<file path="config.mk">
export PLATFORM = sky130hd
export DESIGN_NAME = universal_reg
export DESIGN_NICKNAME = d
export VERILOG_FILES = /design/src/rtl/sap_pkg.sv /design/src/rtl/universal_reg_next.sv /design/src/rtl/universal_reg.sv
export SDC_FILE = /design/constraint.sdc
export NUM_CORES = 1
export LEC_CHECK = 0
export ABC_AREA = 1
export BUFFER_PORTS_ARGS = -buffer_cell sky130_fd_sc_hd__buf_2
export CORE_MARGIN = 5
export CORE_UTILIZATION = 45
export CTS_BUF_LIST = sky130_fd_sc_hd__clkbuf_4 sky130_fd_sc_hd__clkbuf_8 sky130_fd_sc_hd__clkbuf_16
export DETAILED_ROUTE_END_ITERATION = 8
export HOLD_SLACK_MARGIN = 0.15
export PLACE_DENSITY = 0.78
export SLEW_MARGIN = 25
export SYNTH_ARGS = -nofsm -noshare
export SYNTH_HDL_FRONTEND = slang
export SYNTH_SLANG_ARGS = --single-unit
export TNS_END_PERCENT = 10
</file>
<file path="constraint.sdc">
create_clock -name clk -period 1.95 [get_ports clk]
set_input_delay 0.39 -clock clk [delete_from_list [all_inputs] [get_ports clk]]
set_output_delay 0.39 -clock clk [all_outputs]
set_load 0.02 [all_outputs]
</file>
<file path="src/rtl/sap_pkg.sv">
// rtl/sap_pkg.sv - shared SAP datapath types: register operation modes
//
// Purpose: operation-select encoding for universal_reg, shared with the
//          control sequencer that drives the mode lines.
// Contents:
//   mode_t          - 3-bit register operation select
//   MIN_REG_WIDTH   - smallest legal register width (shift/rotate need 2 bits)
//   mode_keeps_carry- true for modes that leave the carry flag untouched
package sap_pkg;

    typedef enum logic [2:0] {
        MODE_HOLD = 3'b000,
        MODE_LOAD = 3'b001,
        MODE_INC  = 3'b010,
        MODE_DEC  = 3'b011,
        MODE_SHL  = 3'b100,
        MODE_SHR  = 3'b101,
        MODE_ROL  = 3'b110,
        MODE_ROR  = 3'b111
    } mode_t;

    localparam int MIN_REG_WIDTH = 2;

    // HOLD and LOAD do not produce a carry; the flag keeps its old value.
    function automatic logic mode_keeps_carry(input mode_t m);
        return (m == MODE_HOLD) || (m == MODE_LOAD);
    endfunction

endpackage

</file>
<file path="src/rtl/universal_reg_next.sv">
// rtl/universal_reg_next.sv - combinational next-state for universal_reg
//
// Purpose: computes the next register value and carry for every mode.
//          Purely combinational; the caller decides whether to commit.
// Ports:
//   q          in  WIDTH  current register contents
//   d          in  WIDTH  parallel load data
//   ser_in     in  1      serial input (SHL/SHR only)
//   mode       in  mode_t operation select
//   q_next     out WIDTH  value q takes if this mode executes
//   carry_next out 1      carry/borrow/shifted-out bit (0 for HOLD/LOAD)
module universal_reg_next
    import sap_pkg::*;
#(
    parameter int WIDTH = 8
) (
    input  logic [WIDTH-1:0] q,
    input  logic [WIDTH-1:0] d,
    input  logic             ser_in,
    input  mode_t            mode,
    output logic [WIDTH-1:0] q_next,
    output logic             carry_next
);

    // One extra bit on each side of the add/subtract captures carry-out
    // and borrow directly, instead of detecting the wrap by comparison.
    logic [WIDTH:0] sum;
    logic [WIDTH:0] diff;

    assign sum  = {1'b0, q} + {{WIDTH{1'b0}}, 1'b1};
    assign diff = {1'b0, q} - {{WIDTH{1'b0}}, 1'b1};

    always_comb begin
        q_next     = q;
        carry_next = 1'b0;
        case (mode)
            MODE_HOLD: begin
                q_next = q;
            end
            MODE_LOAD: begin
                q_next = d;
            end
            MODE_INC: begin
                q_next     = sum[WIDTH-1:0];
                carry_next = sum[WIDTH];
            end
            MODE_DEC: begin
                q_next     = diff[WIDTH-1:0];
                carry_next = diff[WIDTH];
            end
            MODE_SHL: begin
                q_next     = {q[WIDTH-2:0], ser_in};
                carry_next = q[WIDTH-1];
            end
            MODE_SHR: begin
                q_next     = {ser_in, q[WIDTH-1:1]};
                carry_next = q[0];
            end
            MODE_ROL: begin
                q_next     = {q[WIDTH-2:0], q[WIDTH-1]};
                carry_next = q[WIDTH-1];
            end
            MODE_ROR: begin
                q_next     = {q[0], q[WIDTH-1:1]};
                carry_next = q[0];
            end
            default: begin
                q_next     = q;
                carry_next = 1'b0;
            end
        endcase
    end

endmodule

</file>
<file path="src/rtl/universal_reg.sv">
// rtl/universal_reg.sv - multi-mode SAP register with carry/zero flags and bus driver
//
// Purpose: WIDTH-bit register with load, inc/dec, shift and rotate, plus
//          registered carry and zero flags. Used for accumulator, B, PC and
//          output registers. Drives the OR-combined bus only when out_en.
// Ports:
//   clk      in  1      rising-edge clock
//   clear    in  1      asynchronous active-low reset
//   en       in  1      clock enable; low holds all state (also gates sync_clr)
//   sync_clr in  1      synchronous clear, overrides mode when en is high
//   mode     in  3      operation select (sap_pkg::mode_t encoding)
//   d        in  WIDTH  parallel load data
//   ser_in   in  1      serial input for SHL/SHR
//   out_en   in  1      bus output enable
//   q        out WIDTH  register contents
//   qbar     out WIDTH  ~q, combinational
//   bus_out  out WIDTH  q when out_en, else zero (never tri-stated)
//   carry    out 1      registered carry/borrow/shifted-out bit
//   zero     out 1      registered (q == 0)
module universal_reg
    import sap_pkg::*;
#(
    parameter int               WIDTH     = 8,
    parameter logic [WIDTH-1:0] RESET_VAL = '0
) (
    input  logic             clk,
    input  logic             clear,
    input  logic             en,
    input  logic             sync_clr,
    input  logic [2:0]       mode,
    input  logic [WIDTH-1:0] d,
    input  logic             ser_in,
    input  logic             out_en,
    output logic [WIDTH-1:0] q,
    output logic [WIDTH-1:0] qbar,
    output logic [WIDTH-1:0] bus_out,
    output logic             carry,
    output logic             zero
);

    mode_t            mode_sel;
    logic [WIDTH-1:0] q_next;
    logic             carry_next;

    assign mode_sel = mode_t'(mode);

    universal_reg_next #(
        .WIDTH (WIDTH)
    ) u_next (
        .q          (q),
        .d          (d),
        .ser_in     (ser_in),
        .mode       (mode_sel),
        .q_next     (q_next),
        .carry_next (carry_next)
    );

    // zero is derived from the value being written, so it lands in the
    // same edge as q and never depends combinationally on d.
    always_ff @(posedge clk or negedge clear) begin
        if (!clear) begin
            q     <= RESET_VAL;
            carry <= 1'b0;
            zero  <= (RESET_VAL == '0);
        end else if (en) begin
            if (sync_clr) begin
                q     <= '0;
                carry <= 1'b0;
                zero  <= 1'b1;
            end else begin
                q    <= q_next;
                zero <= (q_next == '0);
                if (!mode_keeps_carry(mode_sel)) begin
                    carry <= carry_next;
                end
            end
        end
    end

    assign qbar    = ~q;
    assign bus_out = out_en ? q : '0;

endmodule
</file>
=== Word level (Yosys, flattened, before mapping) ===
Index checks and enable logic that the tools add are counted.

* Equal/unequal tests: 8
* Bitwise gates (word level): 1
* Reductions and logical operators: 6
* Add/subtract/negate cells: 2
* Multiplexer cells: 7

{| class="wikitable"
|+ Operator list
! operator !! count
|-
| $pmux 8 s8 || 1
|-
| $mux 8 || 2
|-
| $eq 3x3->1 const B || 4
|-
| $add 8x1->9 const B || 1
|-
| $sub 8x1->9 const B || 1
|-
| $logic_not 8->1 || 1
|-
| $not 8->8 || 1
|-
| $eq 3x2->1 const B || 2
|-
| $pmux 1 s4 || 1
|-
| $reduce_or 2->1 || 2
|-
| $eq 3x1->1 const B || 1
|-
| $logic_not 3->1 || 1
|-
| $mux 1 || 3
|-
| $ne 2x2->1 const B || 1
|-
| $reduce_and 2->1 || 1
|-
| $logic_or 1x1->1 || 1
|}

* Output and inout bits: 26
* Input bits: 17
* Word-level logic and storage cells: 27
* Flip-flop bits (word level): 10

=== Logic depth before layout (Yosys ltp) ===
Gate-level depths: netlist of the first run.

* Depth after elaboration: 5
* Gate-level depth with buffers: 13

=== By module ===
Synthesis of the first run repeated with hierarchy kept, for this count alone.

* Cell total of the unflattened synthesis: 224
* Area, all modules: 1232.4 µm²

{| class="wikitable"
|+ By module, submodules not included
! module !! cells each !! area each (µm²) !! sequential area each (µm²) !! times used
|-
| universal_reg_next || 153 || 728.2 || 0.0 || 1
|-
| universal_reg || 71 || 504.2 || 251.5 || 1
|}

=== Least setup slack after synthesis of the first run ===
Ideal clock, no wire load.

* Kind: reg-to-reg
* Start point: register q[1]
* End point: register zero
* Setup slack: 108 ps
* Library setup time: 68 ps
* Stages on the path, launching flop included: 14
* Period minus slack after synthesis: 1842 ps
* Data arrival time: 1774 ps
* Data required time: 1882 ps
* Path through: dfrtp_1 -> inv_1 -> ha_1 -> inv_1 -> nand2_1 -> nand2_1 -> nor2_1 -> nor2_1 -> nand2_1 -> nand2_1 -> nand3_1 -> nor2_1 -> nand3_1 -> a21oi_2

* Cells in the longest elaborated chain, start to end: 4

{| class="wikitable"
|+ Ends and longest elaborated chain
! element !! line !! text
|-
| start: declaration || universal_reg.sv:34 || <nowiki>output logic [WIDTH-1:0] q,</nowiki>
|-
| start signal: assignment || universal_reg.sv:71 || <nowiki>q <= q_next;</nowiki>
|-
| $sub 8x1->9 or $add 8x1->9 (tied branches) || universal_reg_next.sv:31, universal_reg_next.sv:30 ||
|-
| $pmux 8 s8 (*) || universal_reg_next.sv:36 || <nowiki>case (mode)</nowiki>
|-
| $logic_not 8->1 (*) || universal_reg.sv:72 || <nowiki>zero <= (q_next == '0);</nowiki>
|-
| $mux 1 (*) || universal_reg.sv:66 || <nowiki>if (sync_clr) begin</nowiki>
|-
| end signal: assignment || universal_reg.sv:64 || <nowiki>zero <= (RESET_VAL == '0);</nowiki>
|-
| end signal: assignment || universal_reg.sv:72 ||
|-
| end: declaration || universal_reg.sv:38 || <nowiki>output logic zero</nowiki>
|}

Every way passes the cells marked *; elsewhere a longest branch is shown, timed or not.
A chain may end at the register's enable or synchronous reset.

=== Final worst setup path of the first run ===
* Start point: register q[0]
* End point: register zero

Same word-level chain as after synthesis.

==> results of run 1 <==
synth_stat cells:
master	instances	area, um^2
dfstp_2	1	26.28
nor4_1	1	6.260
nand2_2	1	6.260
buf_2	1	5.000
inv_2	2	7.510
clkinv_1	1	3.750
dfrtp_1	9	225.2
nand4_1	3	18.77
clkbuf_1	2	7.510
ha_1	2	25.02
or2_2	1	6.260
o22ai_1	8	50.05
nand3_1	28	140.1
a21oi_2	1	8.760
buf_4	2	15.01
o211ai_1	2	15.01
inv_1	30	112.6
nor2_1	28	105.1
o21ai_0	16	80.08
nand2_1	76	285.3
power by group through the flow:
stage / sequential [mW] / clock [mW] / combinational, mW
floorplan: 0.295 / 0 / 0.297
global placement: 0.284 / 0 / 0.457
detailed placement: 0.285 / 0 / 0.461
CTS: 0.281 / 0.186 / 0.464
global route: 0.288 / 0.203 / 0.518
finish: 0.283 / 0.186 / 0.467
flip-flops by register name, indices dropped and copies added, names as in the netlist:
name and cells:
q 8, carry 1, zero 1
area by class of cell:
cell class | instances | area (um^2)
multi-input cells | 167 | 747.0
well taps | 30 | 37.54
repair buffers | 46 | 242.7
clock buffers | 4 | 36.28
flip-flops and latches | 10 | 252.7
fillers | 272 | 1015
inverters | 33 | 123.9
per-layer routing:
layer  track usage  share of wire
met4       0.09288          0.016
met2        0.3549           0.46
met5             0              0
met1        0.3087           0.44
met3       0.01702          0.079
critical path, cell delays in order (launching register included):
cell and delay, ns:
dfrtp_2 0.45, ha_1 0.19, nand2_1 0.10, nor2_1 0.25, nand3_1 0.15, nand3_1 0.11
nand3_1 0.07, nand2_1 0.09, nand2_1 0.05, inv_1 0.06, nand3_1 0.08, a21oi_2 0.12
kinds of logic after synthesis:
group / after synthesis / synth area share
compound gates: 27 / 0.1338
fa+ha+maj: 2 / 0.02176
buf+inv: 38 / 0.1317
flops: 10 / 0.2187
simple gates: 138 / 0.4940
stage by stage:
step | power (mW) | cells
6_report | 0.9354 | 290
5_1_grt | 1.009 | 290
4_1_cts | 0.9312 | 290
3_5_place_dp | 0.7453 | 285
3_3_place_gp | 0.7414 | 285
2_1_floorplan | 0.5927 | 215
what timing repair did:
| item | CTS | global route |
|---|---|---|
| endpoints found under the setup margin | 0 | 2 |
| hold buffers | 1 | 0 |
| hold endpoints to repair | 9 | 0 |
| resized for setup | 0 | 1 |
final timing paths:
kind,to,start,cells past startpoint
setup / recovery,zero,q[0],11
hold / removal,zero,sync_clr,3
setup reg to reg,zero,q[0],11
hold reg to reg,carry,carry,2
max in group asynchronous,zero,clear,2
min in group asynchronous,q[3],clear,2
==> out/qor.csv, run 1 <==
stage,metric,value,unit
sta,Setup Total Neg Slack,0,ns
cts,worst-case clock buffer depth,2,
power,Flop pwr share,0.302,
drt,ANT nets after route,0,
layout,final core occ,0.5866,
power,power per cell area,649.5,nW/um^2
global_routing,GRT Overall Usage,0.2217,
worst_setup_path,WP data arrival,1.98,ns
floorplanning,Die Y,60.55,um
hold_path,type of the most critical hold path,in2reg,
placed_design,gp weighted congestion,1.066,
floorplanning,Core Area,2455,um^2
power,Max VDD drop,584.8,uV
sta,Slew headroom,0.7553,
sta,period utilization,0.9103,
layout,Final #Nets,280,
cts,"Clk pin slew, worst setup/hold paths",0.06,ns
sta,fmax,563.3,MHz
floorplanning,Horiz. Die Dim,60.55,um
outcome,status,"finished, final reports clean",
worst_setup_path,CP startpoint kind,flop,
worst_setup_path,Crit. End Element,flop,
drt,drt first pass iters,4,
placed_design,port bufs,42,
global_routing,initial antenna violation count,0,
power,Pleak,0.8810,nW
floorplanning,Die Area,3666,um^2
floorplanning,row cnt,18,
cts,Clock Latency Late Sink,0.26,ns
worst_setup_path,Worst EP required,2.15,ns
layout,Final Cell Area,1440,um^2
global_routing,global route overflow,0,
power,combinational group share of total power,0.500,
yosys,Synth warnings,0,
sta,Final WS setup,0.1748,ns
layout,"commonest non-fill, non-tap cell in the layout",nand2_1,
floorplanning,I/O pin count,43,
drt,initial detailed-routing violation count,75,
cts,CTS tree,done,
power,Clk pwr share,0.198,
yosys,Cells after Synth,215,
drt,routed vias,1545,
drt,Avg WL per Cell,13.35,um
cts,Clock Root Buffer,clkbuf_4,
sta,final setup violation count,0,
sta,Period minus WS final,1.775,ns
sta,"Slew Viols, Final",0,
flow_run,Max Cap Violations,0,
sta,RSZ-0062 raised after global routing,false,
layout,diodes inserted,0,
placed_design,pre-CTS setup slack,0.1347,ns
sta,worst slew pin tran,0.3671,ns
yosys,sequential fraction of the synthesis area,0.2187,
sta,final clock skew,0.001403,ns
drt,post-DR vias/cell,5.328,
layout,Layout area overhead,25.24,%
sta,worst hold slack,0.4512,ns
cts,Num CTS Buffers,3,
cts,H-tree depth,1,
yosys,number of synthesized register bits,10,
layout,layout cells sized above 1,0.2154,
global_routing,vias in the first global route,1370,
sta,final hold violation count,0,
drt,final WL,3.871,mm
yosys,Yosys cell types,20,
worst_setup_path,Crit Path Class,reg2reg,
yosys,Post-Syn Area,1150,um^2
power,Switch Pwr,0.4312,mW
worst_setup_path,CP max FO,7,
worst_setup_path,flop-to-flop setup slack,0.17,ns
cts,Clock Sinks,10,
cts,Post CTS Setup Buffer Count,0,
layout,most frequent cells in the layout,"nand2_1, buf_2, inv_1",
global_routing,global-route wire length before repair,6.216,mm
placed_design,Post-DP HPWL,3.078,mm
placed_design,DP Area,1393,um^2
power,switching share of power,0.4609,
drt,# DRC,0,
yosys,Avg Synthesized Cell Area,5.348,um^2
floorplanning,Initial Util,0.4684,
power,Int Pwr,0.5042,mW
yosys,syn_nets,234,
global_routing,largest net degree at the start of global routing,11,
Power figures use the tool's default switching activity.
==> inputs of run 2 (changes only) <==
--- a/config.mk
+++ b/config.mk
@@ -10,8 +10,10 @@
 export CORE_MARGIN = 5
 export CORE_UTILIZATION = 45
 export CTS_BUF_LIST = sky130_fd_sc_hd__clkbuf_4 sky130_fd_sc_hd__clkbuf_8 sky130_fd_sc_hd__clkbuf_16
+export CTS_CLUSTER_DIAMETER = 120
 export DETAILED_ROUTE_END_ITERATION = 8
 export HOLD_SLACK_MARGIN = 0.15
+export MAX_ROUTING_LAYER = met4
 export PLACE_DENSITY = 0.78
 export SLEW_MARGIN = 25
 export SYNTH_ARGS = -nofsm -noshare
==> run 2 against run 1 <==
  * Clock skew shrank 0.00070 ns
  * Largest cell class unchanged
  * Register-to-register slack lost 0.03 ns
  * Sequential power is essentially flat
  * Worst setup slack lost 0.028 ns
  * Worst hold slack lost 0.0053 ns
  * Critical path type unchanged
  * Clock power is essentially flat
  * Via count shrank 1.0%
  * Global-route usage grew 0.77 points
  * First-iteration DRC count grew 9.3%
==> out/qor.csv, run 2 (synthesis gave the netlist of run 1 again) <==
stage,metric,value,unit
layout,"commonest non-fill, non-tap cell in the layout",nand2_1,
sta,final setup violation count,0,
cts,Clock Sinks,10,
power,Pleak,0.8824,nW
hold_path,type of the most critical hold path,in2reg,
global_routing,largest net degree at the start of global routing,11,
worst_setup_path,Worst EP required,2.15,ns
outcome,status,"finished, final reports clean",
layout,diodes inserted,0,
drt,ANT nets after route,0,
global_routing,initial antenna violation count,0,
layout,Largest register FFs,8,
drt,Avg WL per Cell,13.06,um
power,power per cell area,649.0,nW/um^2
worst_setup_path,reg2reg end,zero,
layout,FILL cells,264,
floorplanning,I/O pin count,43,
hold_path,hold_sp,en,
placed_design,pre-CTS setup slack,0.1849,ns
layout,Layout area overhead,25.14,%
global_routing,vias in the first global route,1345,
layout,Largest regs,"q (8), carry (1), zero (1)",
power,Max VDD drop,520.2,uV
placed_design,gp weighted congestion,1.058,
cts,H-tree depth,1,
drt,met2 routed WL,1.809,mm
floorplanning,row cnt,18,
drt,post-DR vias/cell,5.272,
worst_setup_path,flop-to-flop setup slack,0.15,ns
drt,top sig layer,met4,
drt,final WL,3.786,mm
cts,Post CTS Setup Buffer Count,0,
global_routing,global-route wire length before repair,6.189,mm
worst_setup_path,Crit Path Class,reg2reg,
layout,Final #Nets,280,
drt,initial detailed-routing violation count,82,
worst_setup_path,CP most frequent cell,nand3_1,
worst_setup_path,WP data arrival,2.01,ns
worst_setup_path,CP startpoint kind,flop,
hold_path,Worst Hold End,q[6],
cts,CTS tree,done,
placed_design,port bufs,42,
sta,Slew headroom,0.7731,
worst_setup_path,CP max FO,7,
worst_setup_path,Max stage delay on crit path,0.51,ns
sta,worst slew pin tran,0.3403,ns
sta,Period minus WS final,1.803,ns
sta,Final WS setup,0.1473,ns
worst_setup_path,r2r worst-path depth,11,
worst_setup_path,"Cell Chain, Critical Path",ha_1 -> nand2_1 -> nor2_1 -> nand3_1 -> nand3_1 -> nand3_1 -> nand2_1 -> nand2_1 -> inv_1 -> nand3_1 -> a21oi_2,
sta,Setup Total Neg Slack,0,ns
layout,layout cells sized above 1,0.2115,
cts,worst-case clock buffer depth,2,
cts,Clock Root Buffer,clkbuf_4,
cts,hold_buf cts,1,
layout,multi-input logic area,747.0,um^2
sta,"Slew Viols, Final",0,
sta,final hold violation count,0,
floorplanning,Core Area,2455,um^2
floorplanning,Initial Util,0.4684,
global_routing,global route overflow,0,
floorplanning,Horiz. Die Dim,60.55,um
drt,Post-Route M1 WL,1.585,mm
sta,final clock skew,0.0007060,ns
layout,FF+latch area,251.5,um^2
layout,most frequent cells in the layout,"nand2_1, buf_2, inv_1",
placed_design,Post-DP HPWL,3.033,mm
floorplanning,Die Y,60.55,um
sta,RSZ-0062 raised after global routing,false,
drt,routed vias,1529,
sta,period utilization,0.9245,
cts,Clock Latency Late Sink,0.26,ns
sta,fmax,554.7,MHz
global_routing,GRT Overall Usage,0.2294,
drt,# DRC,0,
drt,met3 routed WL,344,um
worst_setup_path,launching point of the worst reg2reg path,q[0],
layout,Largest Register,q,
drt,drt first pass iters,5,
cts,Num CTS Buffers,3,
flow_run,Max Cap Violations,0,
cts,PostCTS Resize Cnt,0,
cts,"Clk pin slew, worst setup/hold paths",0.06,ns
worst_setup_path,Slowest cell on crit path,dfrtp_1,
hold_path,WHS Path Cells,2,
floorplanning,Die Area,3666,um^2
worst_setup_path,Crit. End Element,flop,
-- run 2: cell types whose count changed in the layout (fill, tap and decap cells not counted) --
cell	before	now
dfrtp_1	8	9
dfrtp_2	1	0
-- run 2: cell type report --
type                            instances  share of cell area
Sequential cell                        10              0.1748
Timing Repair Buffer                   46              0.1687
Inverter                               33             0.08609
Clock buffer                            4             0.02522
Multi-Input combinational cell        167              0.5191
Tap cell                               30             0.02609
-- run 2: critical path, delay by kind of cell, from the launching register on --
family | cells | cell delay (ns)
buffers and inverters | 1 | 0.05
adders and majority gates | 1 | 0.22
DFF | 1 | 0.51
AOI/OAI and AO/OA | 1 | 0.13
and+or+nand+nor | 8 | 0.83
-- run 2: per-stage QoR --
step                total power [mW]  utilization  std cells  area (um^2)  hold slack (ns)
floorplan                     0.5927            -        215         1150          0.09441
global placement              0.7424       0.5673        285         1393           0.2565
detailed placement            0.7446       0.5673        285         1393           0.2588
CTS                           0.9359       0.5861        290         1439           0.4457
global route                   1.017       0.5861        290         1439           0.4433
finish                        0.9338       0.5861        290         1439           0.4460
-- run 2: metal layers --
metal	vias up	GRT usage
met3	5	0.02766
met2	77	0.3750
met1	669	0.2911
met5	-	-
li1	778	-
met4	0	0.08359
-- run 2: worst max path at each step --
| stage | from | to | slack, ns | cells past startpoint |
|---|---|---|---|---|
| 6_report | q[0] | zero | 0.15 | 11 |
| 5_1_grt | q[0] | zero | 0.0007 | 11 |
| 3_5_place_dp | q[0] | zero | 0.18 | 11 |
| 2_1_floorplan | q[1] | zero | 0.11 | 13 |
| 4_1_cts | q[0] | zero | 0.18 | 11 |
| 3_3_place_gp | q[0] | zero | 0.18 | 11 |
-- run 2: where the power goes --
part	internal, mW	total (mW)	switching [mW]
Clock	0.113	0.185	0.0716
Combinational	0.156	0.468	0.312
Sequential	0.234	0.281	0.0467
Total	0.504	0.934	0.430
==> inputs of run 3 (changes only) <==
--- a/config.mk
+++ b/config.mk
@@ -5,16 +5,15 @@
 export SDC_FILE = /design/constraint.sdc
 export NUM_CORES = 1
 export LEC_CHECK = 0
-export ABC_AREA = 1
 export BUFFER_PORTS_ARGS = -buffer_cell sky130_fd_sc_hd__buf_2
 export CORE_MARGIN = 5
-export CORE_UTILIZATION = 45
+export CORE_UTILIZATION = 50
 export CTS_BUF_LIST = sky130_fd_sc_hd__clkbuf_4 sky130_fd_sc_hd__clkbuf_8 sky130_fd_sc_hd__clkbuf_16
 export CTS_CLUSTER_DIAMETER = 120
 export DETAILED_ROUTE_END_ITERATION = 8
 export HOLD_SLACK_MARGIN = 0.15
 export MAX_ROUTING_LAYER = met4
-export PLACE_DENSITY = 0.78
+export PLACE_DENSITY = 0.84
 export SLEW_MARGIN = 25
 export SYNTH_ARGS = -nofsm -noshare
 export SYNTH_HDL_FRONTEND = slang
==> run 3 against run 2 <==
  * The run now ends with negative setup slack left
  * Worst setup slack worse by 0.22 ns
  * First-iteration DRC count is 37% higher
  * Critical path type unchanged
  * Final area increased by 30%
  * Flip-flop and latch count is the same
  * Maximum frequency is 11% lower
==> out/qor.csv, run 3 <==
stage,metric,value,unit
floorplanning,row cnt,18,
sta,fmax,493.7,MHz
global_routing,global route overflow,0,
drt,# DRC,0,
power,Pleak,0.8979,nW
cts,worst-case clock buffer depth,2,
power,Max VDD drop,834.1,uV
placed_design,gp weighted congestion,0.9301,
cts,"Clk pin slew, worst setup/hold paths",0.06,ns
floorplanning,Horiz. Die Dim,60.13,um
cts,Clock Sinks,10,
yosys,"EDFF count, synth",0,
cts,Clock Latency Late Sink,0.26,ns
worst_setup_path,CP max FO,5,
floorplanning,Core Area,2432,um^2
sta,worst hold slack,0.4193,ns
yosys,Cells after Synth,163,
yosys,Synth warnings,0,
sta,Final WS setup,-0.07570,ns
worst_setup_path,CP startpoint kind,flop,
yosys,top-count cell post-synth,o21ai_0,
worst_setup_path,WP data arrival,2.20,ns
yosys,Synth area leader,dfrtp_1,
placed_design,DP Area,1734,um^2
floorplanning,Initial Util,0.5165,
sta,RSZ-0062 raised after global routing,true,
layout,most frequent cells in the layout,"buf_2, buf_4, o21ai_0",
outcome,status,finished with violations,
sta,final setup violation count,1,
sta,Slew headroom,0.7129,
drt,final WL,4.835,mm
layout,Final #Nets,253,
outcome,failing checks,negative setup slack,
power,power per cell area,580.8,nW/um^2
sta,period utilization,1.039,
flow_run,Max Cap Violations,0,
sta,final clock skew,0.001394,ns
yosys,most common flop cell mapped by yosys,dfrtp_1,
layout,layout cells sized above 1,0.4893,
worst_setup_path,Worst EP required,2.12,ns
global_routing,GRT Overall Usage,0.2768,
sta,"Slew Viols, Final",0,
floorplanning,Die Y,60.13,um
floorplanning,Die Area,3615,um^2
hold_path,WHS Path Cells,2,
placed_design,port bufs,42,
worst_setup_path,reg2reg end,zero,
sta,final hold violation count,0,
yosys,asr flop ratio synth,1.000,
global_routing,largest net degree at the start of global routing,17,
worst_setup_path,r2r worst-path depth,8,
worst_setup_path,Crit. End Element,flop,
drt,routed vias,1636,
layout,Largest regs,"q (8), carry (1), zero (1)",
worst_setup_path,launching point of the worst reg2reg path,q[0],
cts,Num CTS Buffers,3,
drt,ANT nets after route,0,
layout,Largest register FFs,8,
sta,Period minus WS final,2.026,ns
drt,initial detailed-routing violation count,112,
yosys,Avg Synthesized Cell Area,7.707,um^2
global_routing,global-route wire length before repair,7.272,mm
yosys,Yosys cell types,54,
drt,Avg WL per Cell,18.31,um
layout,Final Cell Area,1869,um^2
sta,worst slew pin tran,0.4260,ns
yosys,sequential fraction of the synthesis area,0.2002,
yosys,share of the synthesized area in the top cell type,0.1793,
yosys,number of synthesized register bits,10,
layout,FILL cells,164,
cts,H-tree depth,1,
layout,Layout area overhead,48.80,%
worst_setup_path,Crit Path Class,reg2reg,
floorplanning,I/O pin count,43,
global_routing,initial antenna violation count,1,
layout,Largest Register,q,
hold_path,Worst Hold End,carry,
yosys,Post-Syn Area,1256,um^2
cts,Clock Root Buffer,clkbuf_4,
global_routing,vias in the first global route,1560,
cts,CTS tree,done,
yosys,"top cells by count, synth","o21ai_0, inv_1, a21oi_1, nand2_1, dfrtp_1",
hold_path,type of the most critical hold path,in2reg,
hold_path,hold_sp,sync_clr,
placed_design,Post-DP HPWL,3.686,mm
layout,"commonest non-fill, non-tap cell in the layout",buf_2,
worst_setup_path,flop-to-flop setup slack,-0.08,ns
yosys,Synth area leaders,"dfrtp_1, o21ai_0, a21oi_1",
drt,drt first pass iters,5,
drt,post-DR vias/cell,6.197,
yosys,syn_nets,182,
-- run 3: cell types whose count changed after synthesis, moves of 5 or more --
cell and delta:
nand2b_1 +7, inv_1 -18, nor2_1 -20, mux2i_1 +5
nand2_1 -66, and2_1 +8, nand3_1 -27, buf_2 +7
a21oi_1 +10
-- run 3: layout make-up --
cell class              count  area, um^2  area share
diodes                      1       2.502    0.001339
clock buffers               4       30.03     0.01606
inverters                  13       55.05     0.02945
multi-input cells         124       975.9      0.5221
flip-flops and latches     10       255.2      0.1365
well taps                  30       37.54     0.02008
repair buffers             82       513.0      0.2744
-- run 3: repair_timing --
action	in CTS	in global routing
setup endpoints to repair	1	4
pin swaps	3	2
hold endpoints to repair	9	0
gates resized for setup	5	7
hold buffers	1	0
buffers inserted	2	0
-- run 3: worst max path at each step --
stage	startpoint	depth (start not counted)	slack, ns	endpoint
2_1_floorplan	q[0]	9	-0.22	zero
3_3_place_gp	mode[0]	7	-0.05	zero
3_5_place_dp	mode[0]	7	-0.13	zero
4_1_cts	q[0]	8	-0.07	zero
5_1_grt	q[0]	8	-0.18	zero
6_report	q[0]	8	-0.08	zero
-- run 3: layer usage --
layer | track usage | part of all wire | up-vias
met2 | 0.4583 | 0.47 | 133
li1 | - | - | 736
met5 | - | 0 | -
met4 | 0.1171 | 0.054 | 0
met3 | 0.04536 | 0.11 | 23
met1 | 0.3290 | 0.37 | 744
-- run 3: worst max-delay path, stage by stage (launching register included) --
cell        delay (ns)
dfrtp_2           0.42
clkinvlp_4        0.13
ha_4              0.18
mux2_4            0.26
nand2b_4          0.14
a221o_1           0.31
o21ai_2           0.09
a41oi_2           0.14
nor4_2            0.25
-- run 3: power breakdown --
part / switching, mW / internal (mW)
Sequential: 0.0385 / 0.236
Clock: 0.0668 / 0.0929
Combinational: 0.362 / 0.289
Total: 0.468 / 0.618
-- run 3: cell families (layout without fill, tap and decap cells) --
family	count (synthesis)	after routing	synth area share
buffers and inverters	29	99	0.1066
multiplexers	10	10	0.09064
other	0	1	0
adder cells (fa/ha/maj)	2	2	0.01992
AND/OR/NAND/NOR	52	52	0.2400
flip-flops	10	10	0.2002
AO/OA/AOI/OAI	56	56	0.3147
XOR/XNOR	4	4	0.02789
-- run 3: metrics by stage --
| stage | worst slack, ns | std cells | utilization | total power [mW] | TNS [ns] |
|---|---|---|---|---|---|
| finish | -0.07570 | 264 | 0.7685 | 1.086 | -0.07570 |
| global route | -0.1798 | 264 | 0.7685 | 1.145 | -0.1808 |
| CTS | -0.06535 | 263 | 0.7505 | 1.054 | -0.06535 |
| detailed placement | -0.1261 | 256 | 0.7130 | 0.8628 | -0.1261 |
| global placement | -0.04585 | 256 | 0.7130 | 0.8428 | -0.04585 |
| floorplan | -0.2219 | 163 | - | 0.6289 | -0.2219 |
